File: config.mk
export PLATFORM = sky130hd
export DESIGN_NAME = ifu_seq_ctrl
export DESIGN_NICKNAME = d
export VERILOG_FILES = /design/src/rtl/ifu_seq_ctrl.sv
export SDC_FILE = /design/constraint.sdc
export NUM_CORES = 1
export LEC_CHECK = 0
export ABC_AREA = 0
export CORE_ASPECT_RATIO = 0.8
export CORE_MARGIN = 3
export CORE_UTILIZATION = 53
export DETAILED_ROUTE_END_ITERATION = 16
export GPL_TIMING_DRIVEN = 0
export HOLD_SLACK_MARGIN = 0.05
export PLACE_DENSITY_LB_ADDON = 0.3
export SKIP_LAST_GASP = 1
export SLEW_MARGIN = 10
export SYNTH_ARGS = -nofsm -noshare
export SYNTH_HDL_FRONTEND = slang
export SYNTH_SLANG_ARGS = --single-unit
File: constraint.sdc
create_clock -name clk -period 6.57 [get_ports clk]
set_input_delay 0.9855 -clock clk [delete_from_list [all_inputs] [get_ports clk]]
set_output_delay 0.9855 -clock clk [all_outputs]
set_load 0.05 [all_outputs]
File: src/rtl/ifu_seq_ctrl.sv
// Multi-cycle FETCH/DECODE/EXEC/MEM/WB sequencer for the ifu fetch unit.
// Advances the PC exactly once per instruction and halts on illegal opcodes or memory timeouts.

`ifndef IFU_SEL_NORM
`define IFU_SEL_NORM       2'd0
`endif
`ifndef IFU_SEL_RELATIVE
`define IFU_SEL_RELATIVE   2'd1
`endif
`ifndef IFU_SEL_IRRELATIVE
`define IFU_SEL_IRRELATIVE 2'd2
`endif
`ifndef IFU_SEL_REGISTER
`define IFU_SEL_REGISTER   2'd3
`endif

// state  | meaning
// FETCH  | latch next instruction (imNextEn)
// DECODE | classify opcode/funct, trap illegal
// EXEC   | branch/jump resolve or dispatch to MEM/WB
// MEM    | wait for data memory, bounded by MEM_TIMEOUT
// WB     | register write and PC advance
// HALT   | fault parked until reset
module ifu_seq_ctrl #(
    parameter int MEM_TIMEOUT = 16,
    parameter int CNT_W       = 32
) (
    input  logic             clk,
    input  logic             reset,
    input  logic [5:0]       opcode,
    input  logic [5:0]       funct,
    input  logic             zero,
    input  logic             mem_ready,
    output logic [1:0]       npc_sel,
    output logic             pcWriteEn,
    output logic             imNextEn,
    output logic             regWriteEn,
    output logic             memWriteEn,
    output logic             exc,
    output logic [2:0]       state,
    output logic [CNT_W-1:0] retired
);

    localparam int WAIT_W = $clog2(MEM_TIMEOUT + 1);

    typedef enum logic [2:0] {
        S_FETCH  = 3'd0,
        S_DECODE = 3'd1,
        S_EXEC   = 3'd2,
        S_MEM    = 3'd3,
        S_WB     = 3'd4,
        S_HALT   = 3'd7
    } state_t;

    // ALU R-type, ORI and LUI share one path: EXEC -> WB
    typedef enum logic [2:0] {
        C_REG, C_LW, C_SW, C_BEQ, C_J, C_JAL, C_JR, C_ILL
    } cls_t;

    state_t             state_q, state_d;
    cls_t               cls_q, cls_d, dec_cls;
    logic [WAIT_W-1:0]  wait_q, wait_d;
    logic               exc_q, exc_d;
    logic [CNT_W-1:0]   retired_q;

    always_comb begin
        dec_cls = C_ILL;
        case (opcode)
            6'h00: begin
                if (funct == 6'h21 || funct == 6'h23) dec_cls = C_REG;
                else if (funct == 6'h08)              dec_cls = C_JR;
            end
            6'h0d, 6'h0f: dec_cls = C_REG;
            6'h23:        dec_cls = C_LW;
            6'h2b:        dec_cls = C_SW;
            6'h04:        dec_cls = C_BEQ;
            6'h02:        dec_cls = C_J;
            6'h03:        dec_cls = C_JAL;
            default:      dec_cls = C_ILL;
        endcase
    end

    always_ff @(posedge clk or posedge reset) begin
        if (reset) begin
            state_q   <= S_FETCH;
            cls_q     <= C_ILL;
            wait_q    <= '0;
            exc_q     <= 1'b0;
            retired_q <= '0;
        end else begin
            state_q   <= state_d;
            cls_q     <= cls_d;
            wait_q    <= wait_d;
            exc_q     <= exc_d;
            retired_q <= retired_q + CNT_W'(pcWriteEn);
        end
    end

    always_comb begin
        state_d    = state_q;
        cls_d      = cls_q;
        wait_d     = wait_q;
        exc_d      = exc_q;
        imNextEn   = 1'b0;
        pcWriteEn  = 1'b0;
        regWriteEn = 1'b0;
        memWriteEn = 1'b0;
        npc_sel    = `IFU_SEL_NORM;
        case (state_q)
            S_FETCH: begin
                imNextEn = 1'b1;
                state_d  = S_DECODE;
            end
            S_DECODE: begin
                cls_d = dec_cls;
                if (dec_cls == C_ILL) begin
                    state_d = S_HALT;
                    exc_d   = 1'b1;
                end else begin
                    state_d = S_EXEC;
                end
            end
            S_EXEC: begin
                case (cls_q)
                    C_REG: state_d = S_WB;
                    C_LW, C_SW: begin
                        state_d = S_MEM;
                        wait_d  = '0;
                    end
                    C_BEQ: begin
                        pcWriteEn = 1'b1;
                        npc_sel   = zero ? `IFU_SEL_RELATIVE : `IFU_SEL_NORM;
                        state_d   = S_FETCH;
                    end
                    C_J, C_JAL: begin
                        pcWriteEn  = 1'b1;
                        regWriteEn = (cls_q == C_JAL);
                        npc_sel    = `IFU_SEL_IRRELATIVE;
                        state_d    = S_FETCH;
                    end
                    C_JR: begin
                        pcWriteEn = 1'b1;
                        npc_sel   = `IFU_SEL_REGISTER;
                        state_d   = S_FETCH;
                    end
                    default: begin
                        state_d = S_HALT;
                        exc_d   = 1'b1;
                    end
                endcase
            end
            S_MEM: begin
                memWriteEn = (cls_q == C_SW);
                // mem_ready takes priority over a timeout landing in the same cycle
                if (mem_ready) begin
                    if (cls_q == C_SW) begin
                        pcWriteEn = 1'b1;
                        state_d   = S_FETCH;
                    end else begin
                        state_d = S_WB;
                    end
                end else if (wait_q == WAIT_W'(MEM_TIMEOUT - 1)) begin
                    state_d = S_HALT;
                    exc_d   = 1'b1;
                end else begin
                    wait_d = wait_q + WAIT_W'(1);
                end
            end
            S_WB: begin
                regWriteEn = 1'b1;
                pcWriteEn  = 1'b1;
                state_d    = S_FETCH;
            end
            S_HALT: exc_d = 1'b1;
            default: begin
                state_d = S_HALT;
                exc_d   = 1'b1;
            end
        endcase
        if (reset) begin
            imNextEn   = 1'b0;
            pcWriteEn  = 1'b0;
            regWriteEn = 1'b0;
            memWriteEn = 1'b0;
            npc_sel    = `IFU_SEL_NORM;
        end
    end

    assign state   = state_q;
    assign exc     = exc_q;
    assign retired = retired_q;

endmodule

After elaboration in Yosys (flattened, before gate mapping)
Index checks and enable logic that the tools add are counted.

word-level totals
  bits of input ports = 16
  logic and storage cells = 87
  register bits = 44
  output and inout bits = 42

cells by class
  reductions and logical operators = 14
  eq/ne operators = 30
  bitwise gates (word level) = 2
  add/subtract/negate cells = 2
  mux-type cells = 34

operators with widths
  operator                                                                count
  32-bit by 1-bit adder with 32-bit output                                1
  6-bit equality test (second input constant)                             4
  3-bit case mux with 7 select lines                                      1
  3-bit equality test (second input constant)                             6
  6-bit by 4-bit equality test with 1-bit output (second input constant)  3
  3-bit case mux with 6 select lines                                      1
  1-bit 2-to-1 mux                                                        16
  3-bit 2-to-1 mux                                                        5
  5-bit 2-to-1 mux                                                        3
  3-bit by 2-bit equality test with 1-bit output (second input constant)  4
  6-bit by 2-bit equality test with 1-bit output (second input constant)  2
  2-bit != test (second input constant)                                   6
  5-bit case mux with 2 select lines                                      1
  3-bit case mux with 3 select lines                                      1
  2-bit OR reduction                                                      4
  7-bit OR reduction                                                      1
  3-bit by 1-bit equality test with 1-bit output (second input constant)  2
  6-bit by 3-bit equality test with 1-bit output (second input constant)  1
  3-bit logical NOT                                                       2
  6-bit logical NOT                                                       1
  2-bit case mux with 3 select lines                                      1
  5-bit by 1-bit adder with 5-bit output (second input constant)          1
  5-bit by 4-bit equality test with 1-bit output (second input constant)  1
  5-bit AND reduction                                                     1
  11 further kinds                                                        13

Depth between registers and ports, before layout
Gate-level depths: netlist (run 1).

  word-level depth = 7
  mapped depth = 13
  depth with buffers taken out = 12

Worst setup path before layout (run 1)
Ideal clock, no wire load.

  path kind = register to register
  start = register state_q[1] (netlist: state[1])
  end = register retired_q[28] (netlist: retired[28])
  library setup time = 0.080 ns
  stages on the path, launching flop included = 12
  data arrival time = 3.637 ns
  buffers on the path = 0
  clock period less this slack = 3.717 ns
  data required time = 6.490 ns
  slack = 2.853 ns
  path through = dfrtp_1 nand2b_1 o32a_1 a2bb2oi_1 nor2_1 ha_1 ha_1 nand3_1 nor3_2 nand2_2 nor3_1 xnor2_1

between the ends
  longest elaborated chain between the ends = 4
  elaborated cells between the ends (all ways) = 6
  those cells by class = add/sub (1); eq/ne (3); mux (2)

RTL lines
  item                                                                                   line  source
  start: declaration                                                                     60    state_t state_q, state_d;
  start signal: assignment                                                               91    state_q <= state_d;
  3-bit equality test or 3-bit by 2-bit equality test with 1-bit output (tied branches)  109   case (state_q)
  1-bit case mux with 3 select lines *                                                   109
  1-bit 2-to-1 mux *                                                                     180   if (reset) begin
  named net pcWriteEn                                                                    35    output logic pcWriteEn,
  32-bit by 1-bit adder with 32-bit output *                                             95    retired_q <= retired_q + CNT_W'(pcWriteEn);
  end signal: assignment                                                                 95
  end: declaration                                                                       64    logic [CNT_W-1:0] retired_q;

Mark *: on every way through the listed nets, which the timed path passes. The rest lies on a longest branch.
A chain may end at the register's enable or synchronous reset.

Worst setup path in the final report (run 1)
  start = input port mem_ready
  end = output port pcWriteEn

between the ends
  longest elaborated chain between the ends = 3

RTL lines
  item                                line  source
  start: declaration                  33    input logic mem_ready,
  1-bit 2-to-1 mux                    155   if (mem_ready) begin
  1-bit case mux with 3 select lines  109
  1-bit 2-to-1 mux                    180
  end: declaration                    35

No other way between the ends.

==> summary.txt, run 1 <==
CTS
  – Reg clk slew, reported paths: 80 ps
  – Post-CTS Setup Bufs: 0
  – Root Buffer: clkbuf_8
  – CTS tree: built
  – Clock Tree Buf Depth: 2
  – Count of hold-fix buffers inserted at cts: 0
  – H-tree depth: 2
  – Post-CTS resize count: 0
  – Worst skew pair latency: 300 ps
  – # clock sinks: 44
  – Total CTS buffers: 5

Power
  – Comb pwr share: 0.063
  – Clk pwr share: 0.364
  – Internal: 370 uW
  – Sw Pwr: 106 uW
  – Sequential Power Share: 0.573
  – Pwr Density: 153 nW/um^2
  – Switching Share: 0.223
  – Worst VDD drop: 0.114 mV
  – Leak pwr: 1.31 nW
  – Total Power: 476 uW

Worst setup path
  – Crit Path Category: input port to output pin
  – CP Capture Type: output pin
  – Top fanout value on the critical path: 4
  – Cells on worst reg2reg path: 13
  – Launch point of the worst reg-to-reg path: cls_q[0]
  – Setup crit start kind: input port
  – CP arrival: 3140 ps
  – Critical path startpoint: mem_ready
  – CP Data Required Time: 5580 ps
  – FF-to-FF End: retired[28]
  – Flop-to-flop setup slack: 3110 ps

Synth
  – Syn Area/Cell: 10.0 um^2
  – Async SR Flop Fraction: 1.00
  – Synth top area share: 0.436
  – Synth cell count leaders: 41 x dfrtp_1, 23 x nand2_1, 23 x xnor2_1, 20 x nor2_1, 13 x nand3_1
  – Post-Synthesis Cells: 234
  – Number of flops mapped to enable cells by yosys: 0
  – Most common cell in the synthesized netlist: dfrtp_1
  – Mapped Area: 2350 um^2
  – Register bit total from synthesis: 44
  – Top cells by area, synth: dfrtp_1 44%, xnor2_1 8.6%, xor2_1 4.1%, nand2_1 3.7%, dfstp_2 3.4%
  – Synth area leader: dfrtp_1
  – Synth Flop Type: dfrtp_1
  – Post-synthesis cell type count: 54
  – Synth warnings: 0
  – Sequential share of the synthesized area: 0.470
  – Synth Net Count: 254

Die
  – # IOs: 58
  – Initial core utilization: 0.556
  – Die area: 5280 um^2
  – Core Footprint: 4230 um^2
  – Die W: 80.5 um
  – Die Ht: 65.6 um
  – Row cnt: 21

Cells and area
  – Fillers: 318
  – Area of the multi-input gates: 1160 um^2
  – Final Cell Area: 3110 um^2
  – Nets: 319
  – Final core utilization: 0.734
  – Final cell count without fillers: 357
  – Area Overhead vs Synth: 32.1%
  – Layout cells sized above 1: 0.107
  – Antenna Diode Count: 0
  – Sequential cell area: 1100 um^2

Worst hold path
  – Hold_sp: retired[31]
  – Hold Crit Endpoint: retired[31]
  – Hold Path Depth: 1
  – HP Class: flop to flop

Drt
  – Wire per inst: 14.2 um
  – DR vias: 1,959
  – Iter 0 DRT Violations: 232
  – Post-route ant nets: 0
  – DR pass1 iterations: 4
  – Total wire length: 5070 um
  – Drt drc: 0
  – Via density: 5.49

Status
  – Status: completed

Placed design
  – GPL Wtd Cong: 0.862
  – Placed Instance Area: 3010 um^2
  – Final HPWL DP: 3810 um
  – Placement Setup Slack: 2480 ps
  – IO buf count: 57
  – Placed insts: 349

Timing
  – Fmax: 243 MHz
  – Setup violations, final: 0
  – Worst-Margin Slew: 647 ps
  – Hold slack: 477 ps
  – Slew margin rel.: 0.566
  – Fin Setup TNS: 0 ps
  – Final min period: 4120 ps
  – Final Hold Fails: 0
  – Slew Viols, Final: 0
  – RSZ-0062 raised after global routing: false
  – Setup ws final: 2450 ps
  – Period utilisation layout: 0.628
  – Worst Skew: 7.50 ps

Global routing
  – Largest net degree at the start of global routing: 27
  – Total Routing Usage GR: 0.209
  – Vias in the first global route: 1,797
  – First-pass GRT wire length: 8450 um
  – GR Overflow Total: 0
  – Antenna violations before repair: 0

Flow run
  – # Max-Cap Violations: 0
==> critical path: stages <==
cell             delay (ps)
clkdlybuf4s50_1         560
nand2_1                 100
o32a_1                  290
a2bb2oi_1               130
nor2_1                  220
clkdlybuf4s50_1         860
==> registers in the layout (all words and copies together), names as in the netlist <==
register and flops:
retired 32, wait_q 5, cls_q 3, state 3, exc 1
==> power groups by stage <==
stage	clock network, mW	registers, mW	logic [mW]
floorplan	0	0.279	0.0119
global placement	0	0.278	0.0283
detailed placement	0	0.278	0.0303
CTS	0.176	0.273	0.0304
global route	0.190	0.273	0.0333
finish	0.173	0.273	0.0300
==> layout by cell type (no fill, tap or decap), types with 2 or more instances in the layout <==
cell type,count
clkdlybuf4s50_1,57
dfrtp_1,41
nand2_1,23
xnor2_1,23
nor2_1,20
nand3_1,13
xor2_1,11
nand4_1,8
a21oi_1,7
nor3_1,7
inv_1,6
and3_1,6
clkbuf_8,6
ha_1,4
o21ai_0,3
clkbuf_1,3
o31ai_1,3
o21ai_1,3
nor3_2,3
and4_1,3
nor4_1,3
a31oi_1,3
dfstp_2,3
buf_6,2
buf_2,2
nand2b_1,2
inv_2,2
o21bai_1,2
clkinv_2,2
==> final cells by class <==
type | instances | area share
timing repair buffer | 58 | 0.190
multi-input combinational | 174 | 0.375
tap | 57 | 0.0230
inverter | 8 | 0.00967
clock buffer | 6 | 0.0266
buffer | 8 | 0.0165
clock inverter | 2 | 0.00322
sequential | 44 | 0.356
==> routing by layer <==
metal | global-route usage | vias to the layer above | share of wire
met2 | 0.304 | 69 | 0.46
met5 | 0 | - | 0
li1 | - | 958 | -
met3 | 0.0466 | 9 | 0.060
met4 | 0.0844 | 0 | 0.017
met1 | 0.302 | 923 | 0.47
==> kinds of logic (layout without fill, tap and decap cells) <==
family	after synthesis	after routing	synth area share
mux	2	2	0.00905
compound gates	34	34	0.106
flops	44	44	0.470
simple gates	100	100	0.232
buf+inv	16	82	0.0346
fa+ha+maj	4	4	0.0213
xor+xnor	34	34	0.127
==> worst max-delay path by stage <==
| stage | end | slack, ps | cells after the start |
|---|---|---|---|
| 6_report | pcWriteEn | 2450 | 6 |
| 5_1_grt | pcWriteEn | 2420 | 6 |
| 4_1_cts | pcWriteEn | 2480 | 6 |
| 3_5_place_dp | pcWriteEn | 2480 | 6 |
| 3_3_place_gp | pcWriteEn | 2480 | 6 |
| 2_1_floorplan | retired[28] | 2850 | 11 |
(Power assumes the default switching activity.)
==> run 2, diff against run 1 <==
- CORE_UTILIZATION: 53 -> 44
- clock period: 6.57 -> 3.52 ns (I/O delays scaled with it)
==> run 2 against run 1 <==
  * Total power grew 90%
  * Clock power is 95% higher
  * Combinational power increased by 89%
  * Critical path depth increased by 1
  * Sequential power rose by 86%
  * Utilization down 12 points
  * Global-route usage decreased by 4.4 points
==> summary.txt, run 2 (synthesis gave the netlist of run 1 again) <==
Global routing
  – Vias in the first global route: 1,764
  – GR Overflow Total: 0
  – Largest net degree at the start of global routing: 37
  – GR Util met1: 0.230
  – Total Routing Usage GR: 0.164
  – Antenna violations before repair: 0
  – Grt peak-use layer: met2
  – M3 GR Usage: 0.0529
  – Met2 Use GR: 0.243
  – First-pass GRT wire length: 8210 um

Worst setup path
  – CP Capture Type: output pin
  – Crit Path Category: flop to output pin
  – CP arrival: 2770 ps
  – Setup crit start kind: flop
  – Top fanout value on the critical path: 10
  – CP Data Required Time: 2990 ps
  – Critical path startpoint: cls_q[0]
  – Launch point of the worst reg-to-reg path: cls_q[0]

Power
  – Pwr Density: 287 nW/um^2
  – Sw Pwr: 209 uW
  – Worst VDD drop: 0.196 mV
  – Clk pwr share: 0.373
  – Sequential Power Share: 0.564
  – Comb pwr share: 0.063
  – Total Power: 903 uW
  – Switching Share: 0.232
  – Leak pwr: 1.34 nW
  – Internal: 693 uW

CTS
  – Clock Tree Buf Depth: 2
  – Worst skew pair latency: 300 ps
  – CTS tree: built
  – # clock sinks: 44
  – Root Buffer: clkbuf_8
  – Total CTS buffers: 5
  – Reg clk slew, reported paths: 90 ps
  – H-tree depth: 2

Drt
  – Via density: 5.36
  – DR pass1 iterations: 4
  – Wire per inst: 13.4 um
  – Drt drc: 0
  – Post-route ant nets: 0
  – Iter 0 DRT Violations: 83
  – Total wire length: 4910 um
  – DR vias: 1,955

Cells and area
  – Final cell count without fillers: 365
  – Area Overhead vs Synth: 33.9%
  – Final Cell Area: 3150 um^2
  – Fillers: 412
  – Largest register FFs: 32
  – Antenna Diode Count: 0
  – Nets: 322
  – Layout cells sized above 1: 0.119
  – Most frequent cells in the layout: 57 x clkdlybuf4s50_1, 41 x dfrtp_1, 23 x nand2_1, 23 x xnor2_1, 19 x nor2_1
  – Final core utilization: 0.618
  – Most common cell after layout, fill and taps aside: clkdlybuf4s50_1

Timing
  – RSZ-0062 raised after global routing: false
  – Setup violations, final: 0
  – Setup ws final: 224 ps
  – Fmax: 303 MHz
  – Period utilisation layout: 0.937
  – Worst-Margin Slew: 521 ps
  – Final Hold Fails: 0
  – Final min period: 3300 ps
  – Slew Viols, Final: 0
  – Hold slack: 470 ps
  – Fin Setup TNS: 0 ps
  – Slew margin rel.: 0.648
  – Worst Skew: 11.8 ps

Placed design
  – Placed insts: 354
  – Final HPWL DP: 3730 um
  – IO buf count: 57
  – Placed Instance Area: 3020 um^2
  – Placement Setup Slack: 75.2 ps
  – GPL Wtd Cong: 0.770

Flow run
  – # Max-Cap Violations: 0

Worst hold path
  – HP Class: flop to flop
  – Hold_sp: retired[31]

Die
  – Die area: 6260 um^2
  – # IOs: 58
  – Die W: 87.7 um
  – Core Footprint: 5090 um^2
  – Row cnt: 23
  – Die Ht: 71.4 um
  – Initial core utilization: 0.462

Status
  – Status: completed
[run 2: cell count changes in the layout (fill, tap and decap cells not counted)]
cell	previous run	this run
nor3_4	0	1
nor2_2	0	1
clkinv_2	2	0
nor2_1	20	19
clkinvlp_4	0	2
nor3_2	3	2
buf_4	0	3
[run 2: final timing paths]
path	cells after the start	slack, ps	end
setup / recovery	7	220	pcWriteEn
hold / removal	1	470	retired[31]
setup reg to reg	13	370	retired[18]
hold reg to reg	1	470	retired[31]
max in group asynchronous	3	2430	retired[19]
min in group asynchronous	2	640	exc
[run 2: metal layers]
metal / up-vias / part of all wire / wire, um
met5: - / 0 / 0
met2: 56 / 0.46 / 2250
li1: 967 / - / -
met3: 7 / 0.063 / 307
met4: 0 / 0.012 / 61
met1: 925 / 0.47 / 2290
[run 2: power groups by stage]
stage	Combinational [mW]	Clock [mW]	Sequential, mW
floorplan	0.0223	0	0.521
global placement	0.0532	0	0.519
detailed placement	0.0576	0	0.519
CTS	0.0578	0.344	0.509
global route	0.0632	0.365	0.510
finish	0.0566	0.337	0.509
[run 2: area by class of cell]
class / instances / area [um^2] / area share
sequential: 44 / 1100 / 0.351
tap: 62 / 77.6 / 0.0246
buffer: 8 / 51.3 / 0.0163
timing repair buffer: 61 / 613 / 0.195
clock buffer: 6 / 82.6 / 0.0262
multi-input combinational: 174 / 1170 / 0.373
clock inverter: 2 / 15.0 / 0.00477
inverter: 8 / 30.0 / 0.00954
[run 2: repair_timing]
action / CTS / global route
hold buffers: 0 / 0
gates resized for setup: 0 / 1
setup endpoints to repair: 0 / 2
setup buffers: 0 / 3
[run 2: worst max-delay path, stage by stage, from the launching register on]
cell             delay, ps
dfstp_2                550
clkbuf_1               330
nand2_1                170
xor2_1                 180
o32a_1                 180
a2bb2oi_1              140
nor2_2                 110
clkdlybuf4s50_1        820
